--- src/rtl/wasm_run_monitor.sv ---
// Run monitor for a WASM core: tracks run state, counts RUN cycles and
// per-channel events with saturation, latches the first error, and applies a watchdog.
module wasm_run_monitor #(
  parameter int CNT_W   = 32,
  parameter int N_EV    = 4,
  parameter int TIMEOUT = 1000
) (
  input  logic                  i_clk,
  input  logic                  i_rst,
  input  logic                  i_start,
  input  logic                  i_clear,
  input  logic                  i_finish,
  input  logic                  i_error,
  input  logic [N_EV-1:0]       i_event,
  output logic [1:0]            o_state,
  output logic                  o_busy,
  output logic [CNT_W-1:0]      o_cycle_cnt,
  output logic [N_EV*CNT_W-1:0] o_event_cnt,
  output logic                  o_err,
  output logic [CNT_W-1:0]      o_err_cycle
);

  typedef enum logic [1:0] {
    ST_IDLE = 2'd0,
    ST_RUN  = 2'd1,
    ST_DONE = 2'd2,
    ST_TMO  = 2'd3
  } state_t;

  localparam bit WD_EN = (TIMEOUT != 0);
  localparam logic [CNT_W-1:0] WD_LIMIT = WD_EN ? CNT_W'(TIMEOUT - 1) : {CNT_W{1'b0}};

  state_t                  state_r;
  state_t                  next_s;
  logic                    busy_r;
  logic [CNT_W-1:0]        cycle_r;
  logic [N_EV*CNT_W-1:0]   event_cnt_r;
  logic                    err_r;
  logic [CNT_W-1:0]        err_cycle_r;
  logic                    start_run_s;
  logic                    count_s;
  logic                    step_s;
  logic                    wd_hit_s;

  // Counters stick at all-ones instead of wrapping.
  function automatic logic [CNT_W-1:0] sat_inc(input logic [CNT_W-1:0] v);
    return (&v) ? v : v + CNT_W'(1);
  endfunction

  // Next-state decode; clear has priority over start in every state.
  always_comb begin
    next_s      = state_r;
    start_run_s = 1'b0;
    count_s     = 1'b0;
    step_s      = 1'b0;
    wd_hit_s    = WD_EN && (cycle_r == WD_LIMIT);
    case (state_r)
      ST_RUN: begin
        if (i_clear) begin
          next_s = ST_IDLE;
        end else begin
          count_s = 1'b1;
          if (i_finish) begin
            next_s = ST_DONE;
          end else begin
            step_s = 1'b1;
            if (wd_hit_s) begin
              next_s = ST_TMO;
            end else begin
              next_s = ST_RUN;
            end
          end
        end
      end
      ST_IDLE, ST_DONE, ST_TMO: begin
        if (i_clear) begin
          next_s = ST_IDLE;
        end else if (i_start) begin
          next_s      = ST_RUN;
          start_run_s = 1'b1;
        end else begin
          next_s = state_r;
        end
      end
      default: begin
        next_s = ST_IDLE;
      end
    endcase
  end

  // State, counters and error capture.
  always_ff @(posedge i_clk or posedge i_rst) begin
    if (i_rst) begin
      state_r     <= ST_IDLE;
      busy_r      <= 1'b0;
      cycle_r     <= {CNT_W{1'b0}};
      event_cnt_r <= {(N_EV*CNT_W){1'b0}};
      err_r       <= 1'b0;
      err_cycle_r <= {CNT_W{1'b0}};
    end else begin
      state_r <= next_s;
      busy_r  <= (next_s == ST_RUN);
      if (start_run_s) begin
        cycle_r     <= {CNT_W{1'b0}};
        event_cnt_r <= {(N_EV*CNT_W){1'b0}};
        err_r       <= 1'b0;
        err_cycle_r <= {CNT_W{1'b0}};
      end else if (count_s) begin
        if (step_s) begin
          cycle_r <= sat_inc(cycle_r);
        end
        for (int k = 0; k < N_EV; k++) begin
          if (i_event[k]) begin
            event_cnt_r[k*CNT_W +: CNT_W] <= sat_inc(event_cnt_r[k*CNT_W +: CNT_W]);
          end
        end
        // Only the first error of a run is recorded, at the pre-increment count.
        if (i_error && !err_r) begin
          err_r       <= 1'b1;
          err_cycle_r <= cycle_r;
        end
      end
    end
  end

  assign o_state     = state_r;
  assign o_busy      = busy_r;
  assign o_cycle_cnt = cycle_r;
  assign o_event_cnt = event_cnt_r;
  assign o_err       = err_r;
  assign o_err_cycle = err_cycle_r;

endmodule
--- config.mk ---
export PLATFORM = sky130hd
export DESIGN_NAME = wasm_run_monitor
export DESIGN_NICKNAME = d
export VERILOG_FILES = /design/src/rtl/wasm_run_monitor.sv
export SDC_FILE = /design/constraint.sdc
export NUM_CORES = 1
export LEC_CHECK = 0
export CELL_PAD_IN_SITES_DETAIL_PLACEMENT = 1
export CELL_PAD_IN_SITES_GLOBAL_PLACEMENT = 2
export CORE_AREA = 2 2 178 180
export CTS_BUF_LIST = sky130_fd_sc_hd__clkbuf_4 sky130_fd_sc_hd__clkbuf_8
export CTS_CLUSTER_SIZE = 28
export DETAILED_ROUTE_END_ITERATION = 8
export DIE_AREA = 0 0 180 182
export GPL_ROUTABILITY_DRIVEN = 1
export GPL_TIMING_DRIVEN = 0
export PLACE_DENSITY_LB_ADDON = 0.1
export SYNTH_ARGS = -nofsm -noshare
export SYNTH_HDL_FRONTEND = slang
export SYNTH_SLANG_ARGS = --single-unit
--- constraint.sdc ---
create_clock -name i_clk -period 9.8 [get_ports i_clk]
set_clock_uncertainty 0.15 [all_clocks]
set_input_delay 0.98 -clock i_clk [delete_from_list [all_inputs] [get_ports i_clk]]
set_output_delay 0.98 -clock i_clk [all_outputs]
set_load 0.03 [all_outputs]
==> results of run 1 <==
## layer usage
layer  vias up  track usage  part of all wire
li1       4895            -                 -
met1      5257       0.3076              0.47
met2       183       0.3735              0.48
met3        25      0.04112             0.040
met4         2      0.06179             0.011
met5         -            0           0.00035
## cells in the mapped netlist (all sizes together), types with 10 or more instances
| cell | count | area [sq um] |
|---|---|---|
| nor4 | 25 | 207.7 |
| nand2 | 145 | 544.3 |
| o211ai | 21 | 157.7 |
| and4 | 27 | 236.5 |
| nor2 | 60 | 225.2 |
| dfrtp | 196 | 4905 |
| nor3 | 15 | 80.08 |
| o31ai | 49 | 395.4 |
| nand3 | 79 | 395.4 |
| and3 | 23 | 143.9 |
| nand4 | 47 | 306.5 |
| xnor2 | 21 | 183.9 |
| o21ai | 84 | 420.4 |
| clkbuf | 41 | 153.9 |
| a21oi | 89 | 445.4 |
| or4 | 49 | 367.9 |
| or3 | 49 | 306.5 |
| a211oi | 10 | 80.07 |
| buf | 19 | 117.6 |
| inv | 19 | 71.32 |
## area by class of cell
cell class	instances	area share
tap	402	0.03689
antenna	4	0.0007342
buffer	60	0.01992
sequential	196	0.3598
inverter	19	0.005782
timing repair buffer	207	0.1546
multi-input combinational	889	0.3931
clock inverter	9	0.007526
clock buffer	22	0.02175
## cells in the final DEF, fill, tap and decap left out, drive strengths merged, types with 21 or more instances in the layout
cell             n
and4            27
xnor2           21
nor4            25
nor2            60
or3             49
or4             49
o211ai          21
o31ai           49
a21oi           89
and3            23
clkbuf          63
dfrtp          196
buf             21
o21ai           84
clkdlybuf4s50  205
nand3           79
nand2          145
nand4           47
## cells by family after synthesis
family,count (synthesis),synth area share
flip-flops,196,0.4624
XOR/XNOR,27,0.02230
AO/OA/AOI/OAI,299,0.1782
multiplexers,7,0.006606
adder cells (fa/ha/maj),6,0.007078
AND/OR/NAND/NOR,550,0.2910
buffers and inverters,79,0.03232
## worst reg2reg max path, cell delays in order (launching register included)
cell and delay (ns):
sky130_fd_sc_hd__dfrtp_1 0.40, sky130_fd_sc_hd__buf_2 0.24, sky130_fd_sc_hd__nand2b_1 0.15, sky130_fd_sc_hd__and3b_2 0.18, sky130_fd_sc_hd__clkbuf_1 0.43, sky130_fd_sc_hd__clkbuf_1 0.50, sky130_fd_sc_hd__clkbuf_1 0.56, sky130_fd_sc_hd__clkbuf_1 0.60
sky130_fd_sc_hd__nor2_1 0.14
## registers in the layout, summed over array words and instances (netlist names)
name         count
o_busy           1
o_cycle_cnt     32
o_err            1
o_err_cycle     32
o_event_cnt    128
o_state          2
## metrics by stage
step / hold WS (ns) / TNS (ns) / setup WS [ns] / cell area, sq um / utilization
5_1_grt: 0.3978 / 0 / 5.840 / 13630 / 0.4399
6_report: 0.3645 / 0 / 6.044 / 13630 / 0.4400
3_3_place_gp: 0.3314 / -11.25 / -0.07977 / 13160 / 0.4248
2_1_floorplan: 0.5130 / 0 / 3.329 / 10610 / -
3_5_place_dp: 0.3406 / 0 / 5.391 / 13220 / 0.4268
4_1_cts: 0.3685 / 0 / 5.938 / 13620 / 0.4397
## final timing paths
check | startpoint | to | slack (ns) | cells past startpoint
setup reg to reg | o_state[1]$_DFF_PP0_ | o_event_cnt[84]$_DFFE_PP0P_ | 6.31 | 8
min in group asynchronous | i_rst | o_cycle_cnt[13]$_DFFE_PP0P_ | 0.67 | 2
hold / removal | o_event_cnt[95]$_DFFE_PP0P_ | o_event_cnt[95]$_DFFE_PP0P_ | 0.36 | 1
hold reg to reg | o_event_cnt[95]$_DFFE_PP0P_ | o_event_cnt[95]$_DFFE_PP0P_ | 0.36 | 1
setup / recovery | i_clear | o_event_cnt[84]$_DFFE_PP0P_ | 6.04 | 7
max in group asynchronous | i_rst | o_event_cnt[46]$_DFFE_PP0P_ | 7.72 | 4
## report_power, final
group          total [mW]  internal (mW)  switching (mW)  leakage, nW
Combinational       0.116         0.0332          0.0833         2.16
Sequential          0.828          0.816          0.0120         2.73
Clock               0.560          0.254           0.306        0.200
Total                1.50           1.10           0.402         5.09
==> summary by stage, run 1 <==
Status
The flow ran to the end, and the final reports show no timing, DRC or antenna violations.

Placed design
The wire-length estimate of the detail-placed layout is approximately 27 mm. Input and output buffers added on the ports amount to between 200 and 250. The final estimated routing congestion in global placement is ~0.80.

The cell count after placement is about 1,800.

Layout
The number of nets in the layout is between 1,000 and 1,500. The count of fill cells added during filler insertion is between 3,000 and 4,000. The layout overhead on the synthesized area is 28.54%. Of the cells placed in the final design, the portion with a size suffix greater than 1 is 0.05278. For this run, the number of standard cells in the final layout without fillers is between 1,500 and 2,000.

Summing all multi-input logic gate instances after layout gives between 5000 and 6000 sq um. Summing all flip-flop and latch instances after layout gives about 4900 sq um.

Logic synthesis
The share of synthesized flip-flops with an asynchronous set or reset is 1.000. The post-synthesis cell area is approximately 11,000 sq um. Of the synthesized area, sequential elements account for 0.4624. The count of synthesis-stage warnings from yosys is 0. Synthesis instantiated 64 different standard cells from the library.

The post-synthesis net count is around 1,200. The number of flops mapped to enable cells by yosys is 0. The synthesized area per cell is slightly above 9 sq um. The primary flip-flop cell chosen by synthesis mapping is sky130_fd_sc_hd__dfrtp_1. The synthesized design contains slightly below 200 register bits.

In the synthesized netlist, the number of instances is 1,164.

Timing
Setup repair after global routing left no endpoint under its margin. The final period demand of the worst path is 3.756 ns. The slew of the pin with the lowest slew margin is approximately 1.2 ns.

Static timing analysis puts the maximum clock frequency at ~270 MHz. Dividing the final minimum period by the clock period gives 0.3833. In this run the tightest slew margin relative to its limit is 0.2185.

The final number of max-transition violations is 0. The final count of hold timing violations is 0. Setup violations remaining at the end of the flow were counted as 0.

Route
The first routing iteration left between 500 and 600 violations. The pre-antenna-repair detailed-routing pass consisted of 4 iterations. The total number of vias is roughly 10,000. The DRC violation count after routing is 0. Using the TritonRoute via totals, the vias-per-cell ratio works out to 5.731. Wires add up to 37.02 mm.

The post-detailed-route wirelength per cell is just over 20 microns. Once detail routing completed, the nets flagged for antenna violations numbered 0.

Power
The total power density per cell area is about 110 nW/um^2. Summed over all cells, the static leakage comes to ~5 nW. IR analysis of the VDD net gives a maximum drop of 0.07369 mV. The design draws approximately 1.5 mW.

Setup path
The sum of buffers and inverters on the critical path is 5. STA puts the critical path data required time at ~10 ns. Grouping stages by cell kind, the critical path spends the most delay in buffers and inverters.

Along the worst path, the maximum fanout reaches 10. The signal on the critical path passes through clkdlybuf4s50_1 -> and3b_2 -> clkbuf_1 -> clkbuf_1 -> clkbuf_1 -> clkbuf_1 -> nor2_1. The most frequent cell on the critical path is sky130_fd_sc_hd__clkbuf_1. The worst setup path is of the in -> reg kind. The highest cell delay on the worst timing path is approximately 0.6 ns. The sort of element at the start of the critical path is an input port. On the critical path, the stage with the largest delay is an instance of sky130_fd_sc_hd__clkbuf_1.

The signal arrival time at the worst endpoint is between 3 and 4 ns. STA classifies the critical path endpoint as a flop.

Clock tree
The number of buffers added to fix hold violations after cts is 0. The clock transition time at the flip-flop clock pins of the worst setup and hold paths is 0.09 ns. After clock tree synthesis, the repair step resized 0 gates. The H-tree generated during clock tree synthesis spans 4 levels. The tree is rooted in a sky130_fd_sc_hd__clkbuf_8. TritonCTS built the clock tree. The latest clock arrival within the worst-skew pair is around 0.50 ns. The maximum root-to-sink buffer count is 2. Counting the buffers created by CTS gives 17.

Once the clock tree was built, the setup fixing pass inserted 0 buffers. The clock net sink count is just under 200.

Die
The effective utilization at floorplan is 0.3423. The core box area is around 31,000 sq um. From bottom edge to top edge, the die measures around 180 microns. The die width is between 150 and 200 microns. The number of top-level pins is between 200 and 250. The initialized floorplan defines 65 standard-cell rows. The die covers ~33,000 sq um.

Global routing
Entering global routing, the biggest net connects roughly 100 pins. After global routing the overflow that remains totals 0. The first global-routing pass estimated 59.64 mm of wire. Across every metal layer, demand over resource in global routing totals 0.2270.

The initial antenna violation count is 5. The number of global-route vias before repair came to between 10,000 and 15,000.

Run
Across the run, the number of max-cap violations was 0.

Hold path
The worst hold-check path type is reg -> reg.
Power figures use the tool's default switching activity.
==> run 2: changes to the inputs <==
--- a/config.mk
+++ b/config.mk
@@ -7,11 +7,11 @@
 export LEC_CHECK = 0
 export CELL_PAD_IN_SITES_DETAIL_PLACEMENT = 1
 export CELL_PAD_IN_SITES_GLOBAL_PLACEMENT = 2
-export CORE_AREA = 2 2 178 180
+export CORE_AREA = 2 2 183 185
 export CTS_BUF_LIST = sky130_fd_sc_hd__clkbuf_4 sky130_fd_sc_hd__clkbuf_8
 export CTS_CLUSTER_SIZE = 28
 export DETAILED_ROUTE_END_ITERATION = 8
-export DIE_AREA = 0 0 180 182
+export DIE_AREA = 0 0 185 187
 export GPL_ROUTABILITY_DRIVEN = 1
 export GPL_TIMING_DRIVEN = 0
 export PLACE_DENSITY_LB_ADDON = 0.1
==> constraint.sdc (replaced) <==
create_clock -name i_clk -period 3.5 [get_ports i_clk]
set_clock_uncertainty 0.15 [all_clocks]
set_input_delay 0.35 -clock i_clk [delete_from_list [all_inputs] [get_ports i_clk]]
set_output_delay 0.35 -clock i_clk [all_outputs]
set_load 0.03 [all_outputs]
==> run 2 against run 1 <==
Sequential share of layout area is 0.35 points lower. Die area is 5.6% higher. Clock power grew to 3.0 times the previous value. Core utilization is 2.1 points lower. Cell count is 2.6% higher. Power grew to 2.9 times the previous value. Global-route usage is 0.53 points lower. Register-to-register slack worse by 5.9 ns. Combinational power grew to 2.9 times the previous value. Critical path depth is 1 higher. Via count is 0.35% higher. Final area is 0.99% higher. Critical path type is now reg -> reg. Critical endpoint is now o_event_cnt[14]$_DFFE_PP0P_. Largest cell class unchanged. Largest power group unchanged.
==> summary by stage, run 2 (synthesized netlist as in run 1, its figures left out) <==
Status
The flow ran to the end, and the final reports show no timing, DRC or antenna violations.

Global routing
Across every metal layer, demand over resource in global routing totals 0.2218. The first-pass GRT wire length is between 60 and 70 mm. The pin count of the biggest net entering global routing is 39. The initial antenna violation count was 2. For this run the aggregate overflow at the end of global routing stands at 0. The number of global-route vias before repair is about 10,000.

Route
The total number of vias is slightly above 10,000. In the routed design, unresolved DRC markers number 0. The initial DRC count is 442.

The first detailed-routing pass ran for 4 iterations. The post-detailed-route wirelength per cell is about 20 microns. The post-route antenna net violation count is 0. The detailed-route vias per instance is 5.605. The total wirelength of the detailed-routed design is around 38 mm.

Die
The core box area is between 30,000 and 40,000 sq um. The die covers about 35,000 sq um. The floorplan step set the die height to 187 microns. The number of top-level pins is 206.

The effective utilization at floorplan is 0.3228. The number of cell rows is 67. The die width is 185 microns.

Timing
Static timing analysis puts the maximum clock frequency at roughly 330 MHz. The slew of the pin with the lowest slew margin is ~1.2 ns. In the finished design, the share of the clock period the worst path needs comes to 0.8746. Setup violations remaining at the end of the flow were counted as 0. The routed design could run at a clock period as short as between 3 and 4 ns. The final count of hold timing violations is 0. The relative slew slack is 0.1877. The worst path setup slack after routing is approximately 0.44 ns. Setup repair after global routing left no endpoint under its margin. The final number of max-transition violations was 0.

Layout
The final non-filler cell total is 1,855. The number of nets in the layout is 1,409. In the layout the commonest cells are 205 x sky130_fd_sc_hd__clkdlybuf4s50_1, 196 x sky130_fd_sc_hd__dfrtp_1, 145 x sky130_fd_sc_hd__nand2_1, 89 x sky130_fd_sc_hd__a21oi_1, 79 x sky130_fd_sc_hd__nand3_1. Of the cells placed in the final design, the portion with a size suffix greater than 1 is 0.05907. The count of fill cells added during filler insertion is 3,821. The area growth from synthesis to layout is 29.81%. The flip-flop count of the largest register, all copies and words added is roughly 130. The cell area after layout is roughly 14,000 sq um. The most frequent standard cell in the layout excluding fill and tap cells is sky130_fd_sc_hd__clkdlybuf4s50_1.

Placed design
Buffers placed on the I/O ports in this run total around 210. The post-detailed-placement cell area is ~13,000 sq um. The congestion estimate from routability-driven global placement came to approximately 0.81. The cell count after placement is between 1,500 and 2,000. After legalization and detailed placement, the total HPWL measured around 28 mm. The placement-stage worst setup slack is -0.3025 ns.

Clock tree
For this design, the sink count on the clock tree is 196. The CTS tree is done. The clock transition time at the flip-flop clock pins of the worst setup and hold paths is about 0.10 ns. The number of levels in the clock H-tree is 4. The total clock buffers created by CTS is 17.

The latest clock arrival within the worst-skew pair is between 0.4 and 0.5 ns. The cell sitting at the root of the clock tree is a sky130_fd_sc_hd__clkbuf_8. Buffers added to address setup during post-CTS repair amount to 0. The clock passes through at most 2 buffers.

Power
The total power density per cell area is 312.9 nW/um^2. VDD sags by at most between 0.2 and 0.25 mV. Summed over all cells, the static leakage comes to slightly above 5 nW.

Setup path
The endpoint required time on the critical path is around 3.7 ns. The start-to-end type of the worst setup path is reg -> reg. For the worst setup path, the data arrival time is between 3 and 4 ns.

The worst-path maximum fanout is 10. The worst setup path is captured at a flop. STA classifies the critical path startpoint as a flop.

Run
Max-cap violations in this run came to 0.

Hold path
The worst hold-check path type is in -> async.
[run 2: per-stage QoR]
step | hold WS [ns] | total power, mW | setup TNS (ns) | util
final | 0.2230 | 4.309 | 0 | 0.4190
after CTS | 0.2043 | 4.386 | 0 | 0.4187
after global routing | 0.2506 | 4.482 | 0 | 0.4188
after detailed placement | 0.3556 | 2.704 | -13.42 | 0.4054
after floorplan | 0.3818 | 2.532 | 0 | -
after global placement | 0.3540 | 2.690 | -305.35 | 0.4024
[run 2: where the power goes]
part	total, mW	switching [mW]	internal, mW	leakage (nW)
Combinational	0.333	0.235	0.0982	2.20
Clock	1.66	0.851	0.805	0.213
Sequential	2.32	0.0347	2.28	2.73
[run 2: what timing repair did]
action | CTS | global route
hold buffers | 0 | 0
resized for setup | 3 | 4
pin swaps | 0 | 0
endpoints found under the hold margin | 0 | 0
setup endpoints to repair | 70 | 42
[run 2: critical path, cell delays in order, from the launching register on]
cell,delay (ns)
sky130_fd_sc_hd__dfrtp_1,0.39
sky130_fd_sc_hd__buf_2,0.24
sky130_fd_sc_hd__nand2b_1,0.15
sky130_fd_sc_hd__and3b_2,0.17
sky130_fd_sc_hd__clkbuf_1,0.48
sky130_fd_sc_hd__clkbuf_2,0.39
sky130_fd_sc_hd__clkbuf_2,0.35
sky130_fd_sc_hd__clkbuf_1,0.49
sky130_fd_sc_hd__a21oi_1,0.08
[run 2: path summary, 6_finish.rpt]
check | startpoint | to | slack [ns] | cells after the start
hold reg to reg | o_event_cnt[126]$_DFFE_PP0P_ | o_event_cnt[126]$_DFFE_PP0P_ | 0.37 | 1
setup reg to reg | o_state[1]$_DFF_PP0_ | o_event_cnt[14]$_DFFE_PP0P_ | 0.44 | 8
min in group i_clk | o_event_cnt[126]$_DFFE_PP0P_ | o_event_cnt[126]$_DFFE_PP0P_ | 0.37 | 1
max in group asynchronous | i_rst | o_event_cnt[90]$_DFFE_PP0P_ | 1.81 | 5
setup / recovery | o_state[1]$_DFF_PP0_ | o_event_cnt[14]$_DFFE_PP0P_ | 0.44 | 8
hold / removal | i_rst | o_err_cycle[15]$_DFFE_PP0P_ | 0.22 | 2
[run 2: area by class of cell]
cell class / instances / area [sq um] / area share
antenna: 2 / 5.005 / 0.0003635
tap: 448 / 560.5 / 0.04071
sequential: 196 / 4905 / 0.3562
clock inverter: 8 / 122.6 / 0.008906
multi-input combinational: 889 / 5359 / 0.3892
inverter: 19 / 75.07 / 0.005453
timing repair buffer: 210 / 2152 / 0.1563
clock buffer: 23 / 310.3 / 0.02254
buffer: 60 / 279.0 / 0.02027
[run 2: per-layer routing]
metal,GRT usage,share of wire
met1,0.3134,0.48
met2,0.3551,0.47
met3,0.03621,0.041
met4,0.05189,0.012
met5,0,0
==> run 3: changes to the inputs <==
--- a/config.mk
+++ b/config.mk
@@ -5,11 +5,12 @@
 export SDC_FILE = /design/constraint.sdc
 export NUM_CORES = 1
 export LEC_CHECK = 0
+export CAP_MARGIN = 20
 export CELL_PAD_IN_SITES_DETAIL_PLACEMENT = 1
 export CELL_PAD_IN_SITES_GLOBAL_PLACEMENT = 2
 export CORE_AREA = 2 2 183 185
 export CTS_BUF_LIST = sky130_fd_sc_hd__clkbuf_4 sky130_fd_sc_hd__clkbuf_8
-export CTS_CLUSTER_SIZE = 28
+export CTS_CLUSTER_SIZE = 20
 export DETAILED_ROUTE_END_ITERATION = 8
 export DIE_AREA = 0 0 185 187
 export GPL_ROUTABILITY_DRIVEN = 1
==> run 3 against run 2 <==
Worst hold slack got worse by 0.0040 ns. Clock-buffer cell count decreased by 2. Clock power about the same. Combinational power about the same. Critical path depth unchanged. Via count about the same. Wire length increased by 0.22%. Die area unchanged. Power decreased by 0.33%. Register-to-register slack got worse by 0.13 ns. Global-route usage increased by 0.17 points.
==> summary by stage, run 3 (synthesized netlist as in run 1, its figures left out) <==
Status
The flow ran to the end, and the final reports show no timing, DRC or antenna violations.

Clock tree
The number of post-CTS setup repair buffers is 0. The latest clock arrival within the worst-skew pair is 0.50 ns. The number of levels in the clock H-tree is 4. CTS saw around 200 sinks. No sink is reached through more buffers than the 2 on the longest clock path.

TritonCTS built the clock tree. The number of buffers added to fix hold violations after cts is 0. The CTS root buffer is sky130_fd_sc_hd__clkbuf_8. The total clock buffers created by CTS is 17.

The clock transition time at the flip-flop clock pins of the worst setup and hold paths is 0.11 ns.

Setup path
STA classifies the critical path startpoint as a flop. The slowest library cell on the worst path is sky130_fd_sc_hd__clkbuf_1. The most frequent cell on the critical path is sky130_fd_sc_hd__clkbuf_1. The highest cell delay on the worst timing path is approximately 0.50 ns. At the worst endpoint, the arrival time is ~3.4 ns. The worst-path maximum fanout is 10. The critical path in this run is classified as reg -> reg. The critical path starts at o_state[1]$_DFF_PP0_. The worst setup path is captured at a flop.

The signal on the critical path passes through buf_2 -> nand2b_1 -> and3b_2 -> clkbuf_1 -> clkbuf_1 -> clkbuf_2 -> clkbuf_1 -> a21oi_1. In this run the critical register-to-register path is launched from o_state[1]$_DFF_PP0_. The endpoint required time on the critical path is 3.70 ns.

Die
The floorplan step defined a core boundary enclosing between 30,000 and 40,000 sq um. The die area is between 30,000 and 40,000 sq um. The effective utilization at floorplan is 0.3228. The floorplan die height is approximately 190 microns. The floorplan has 67 rows. The number of top-level pins is just over 200. Measured along the x axis, the die boundary spans 185 microns.

Timing
The final count of hold timing violations is 0. Adding up every negative setup slack in the final design gives 0 ns. The setup-violating endpoint count in the final report is 0. The achievable clock frequency is about 310 MHz. Setup repair after global routing left no endpoint under its margin. Of the available clock period, the critical path in the final layout requires 0.9123.

For the pin with the worst max-slew slack, the measured transition is between 0.8 and 0.9 ns. The worst pin sits at a relative slew slack of 0.4000. The final number of max-transition violations is 0. The final period demand of the worst path is 3.193 ns.

Power
The total power after layout is about 4.3 mW. The total power density per cell area is about 310 nW/um^2. The worst voltage drop across the vdd grid is ~0.21 mV. For this design the static power due to leakage is between 5 and 6 nW.

Route
The initial DRC count is 460. The total wirelength of the detailed-routed design is about 38 mm. The number of detailed-route iterations in the first pass is 5.

For this block, the via count after detailed routing is between 10,000 and 15,000. The DRC violation count after routing is 0. After detailed routing, the average wire length per cell comes to 20.48 microns. The post-route antenna net violation count is 0. The detailed-route vias per instance is 5.621.

Global routing
The number of global-route vias before repair came to 10,470. For this run, the total global-route usage over all layers was measured as 0.2235. The first global-routing pass estimated roughly 60 mm of wire. After global routing the overflow that remains totals 0.

The initial antenna violation count is 1. Entering global routing, the biggest net connects 39 pins.

Layout
The fraction of layout instances using a drive strength above 1 is 0.05635. The top cell types in the final layout, fill and taps aside, are 205 x sky130_fd_sc_hd__clkdlybuf4s50_1, 196 x sky130_fd_sc_hd__dfrtp_1, 145 x sky130_fd_sc_hd__nand2_1, 89 x sky130_fd_sc_hd__a21oi_1, 79 x sky130_fd_sc_hd__nand3_1. The net count of the finished layout is 1,410. Compared with the post-synthesis result, the final layout area differs by 29.57%. The library cell used most frequently in the layout, excluding fill and tap cells, is sky130_fd_sc_hd__clkdlybuf4s50_1. The register with the most flip-flops in the layout has 128 of them.

The share of the core filled with cells is 0.4182.

Placed design
The final estimated routing congestion in global placement is between 0.8 and 0.9. During placement, the flow inserted port buffers numbering roughly 210. Detailed placement ended at an HPWL of around 28 mm.

Run
Across the run, the number of max-cap violations was 0.

Hold path
The tightest min-delay check is of the in -> async type.
run 3: cell count changes in the layout (fill, tap and decap cells not counted):
cell,previous run,this run
sky130_fd_sc_hd__clkbuf_1,37,38
sky130_fd_sc_hd__clkbuf_8,22,19
sky130_fd_sc_hd__clkbuf_4,1,2
sky130_fd_sc_hd__buf_2,10,12
sky130_fd_sc_hd__diode_2,2,1
sky130_fd_sc_hd__clkbuf_2,6,4
sky130_fd_sc_hd__clkinvlp_4,4,1
sky130_fd_sc_hd__bufinv_16,3,4
run 3: metrics by stage:
step	std cells	hold slack (ns)	instance area (sq um)	setup slack (ns)
global placement	1817	0.3540	13220	-1.518
global route	1850	0.2542	13740	0.04069
detailed placement	1823	0.3556	13330	-0.3332
CTS	1850	0.2035	13740	0.1052
finish	1851	0.2189	13740	0.3070
floorplan	1164	0.3818	10610	0.4676
run 3: worst paths after layout:
check,slack [ns],depth (start not counted),end
min,0.22,2,o_cycle_cnt[6]$_DFFE_PP0P_
max in group asynchronous,1.81,5,o_event_cnt[90]$_DFFE_PP0P_
min reg2reg,0.37,1,o_event_cnt[126]$_DFFE_PP0P_
max,0.31,8,o_event_cnt[45]$_DFFE_PP0P_
max reg2reg,0.31,8,o_event_cnt[45]$_DFFE_PP0P_
min in group i_clk,0.37,1,o_event_cnt[126]$_DFFE_PP0P_
run 3: power breakdown:
group | total [mW] | switching [mW] | leakage (nW) | internal (mW)
Sequential | 2.32 | 0.0353 | 2.73 | 2.28
Combinational | 0.332 | 0.234 | 2.20 | 0.0981
Clock | 1.64 | 0.831 | 0.210 | 0.812
Total | 4.29 | 1.10 | 5.14 | 3.19
run 3: area by class of cell:
type	count	area (sq um)
antenna	1	2.502
buffer	60	277.8
clock buffer	21	276.5
clock inverter	6	130.1
fill	3819	19120
inverter	19	75.07
multi-input combinational	889	5359
sequential	196	4905
tap	448	560.5
timing repair buffer	211	2157
run 3: timing repair:
action,in CTS,in global routing
resized for setup,4,1
endpoints found under the setup margin,62,8
pin swaps,0,0
run 3: critical path: cells and delay by family, from the launching register on:
| family | cells | cell delay (ns) |
|---|---|---|
| AOI/OAI and AO/OA | 1 | 0.09 |
| and+or+nand+nor | 2 | 0.33 |
| DFF | 1 | 0.39 |
| buffers and inverters | 5 | 2.08 |
run 3: metal layers:
layer / vias to the layer above / track usage / wire (microns)
li1: 4897 / - / -
met1: 5291 / 0.3183 / 18190
met2: 192 / 0.3587 / 17920
met3: 25 / 0.03252 / 1392
met4: 0 / 0.05037 / 410
met5: - / 0 / 0
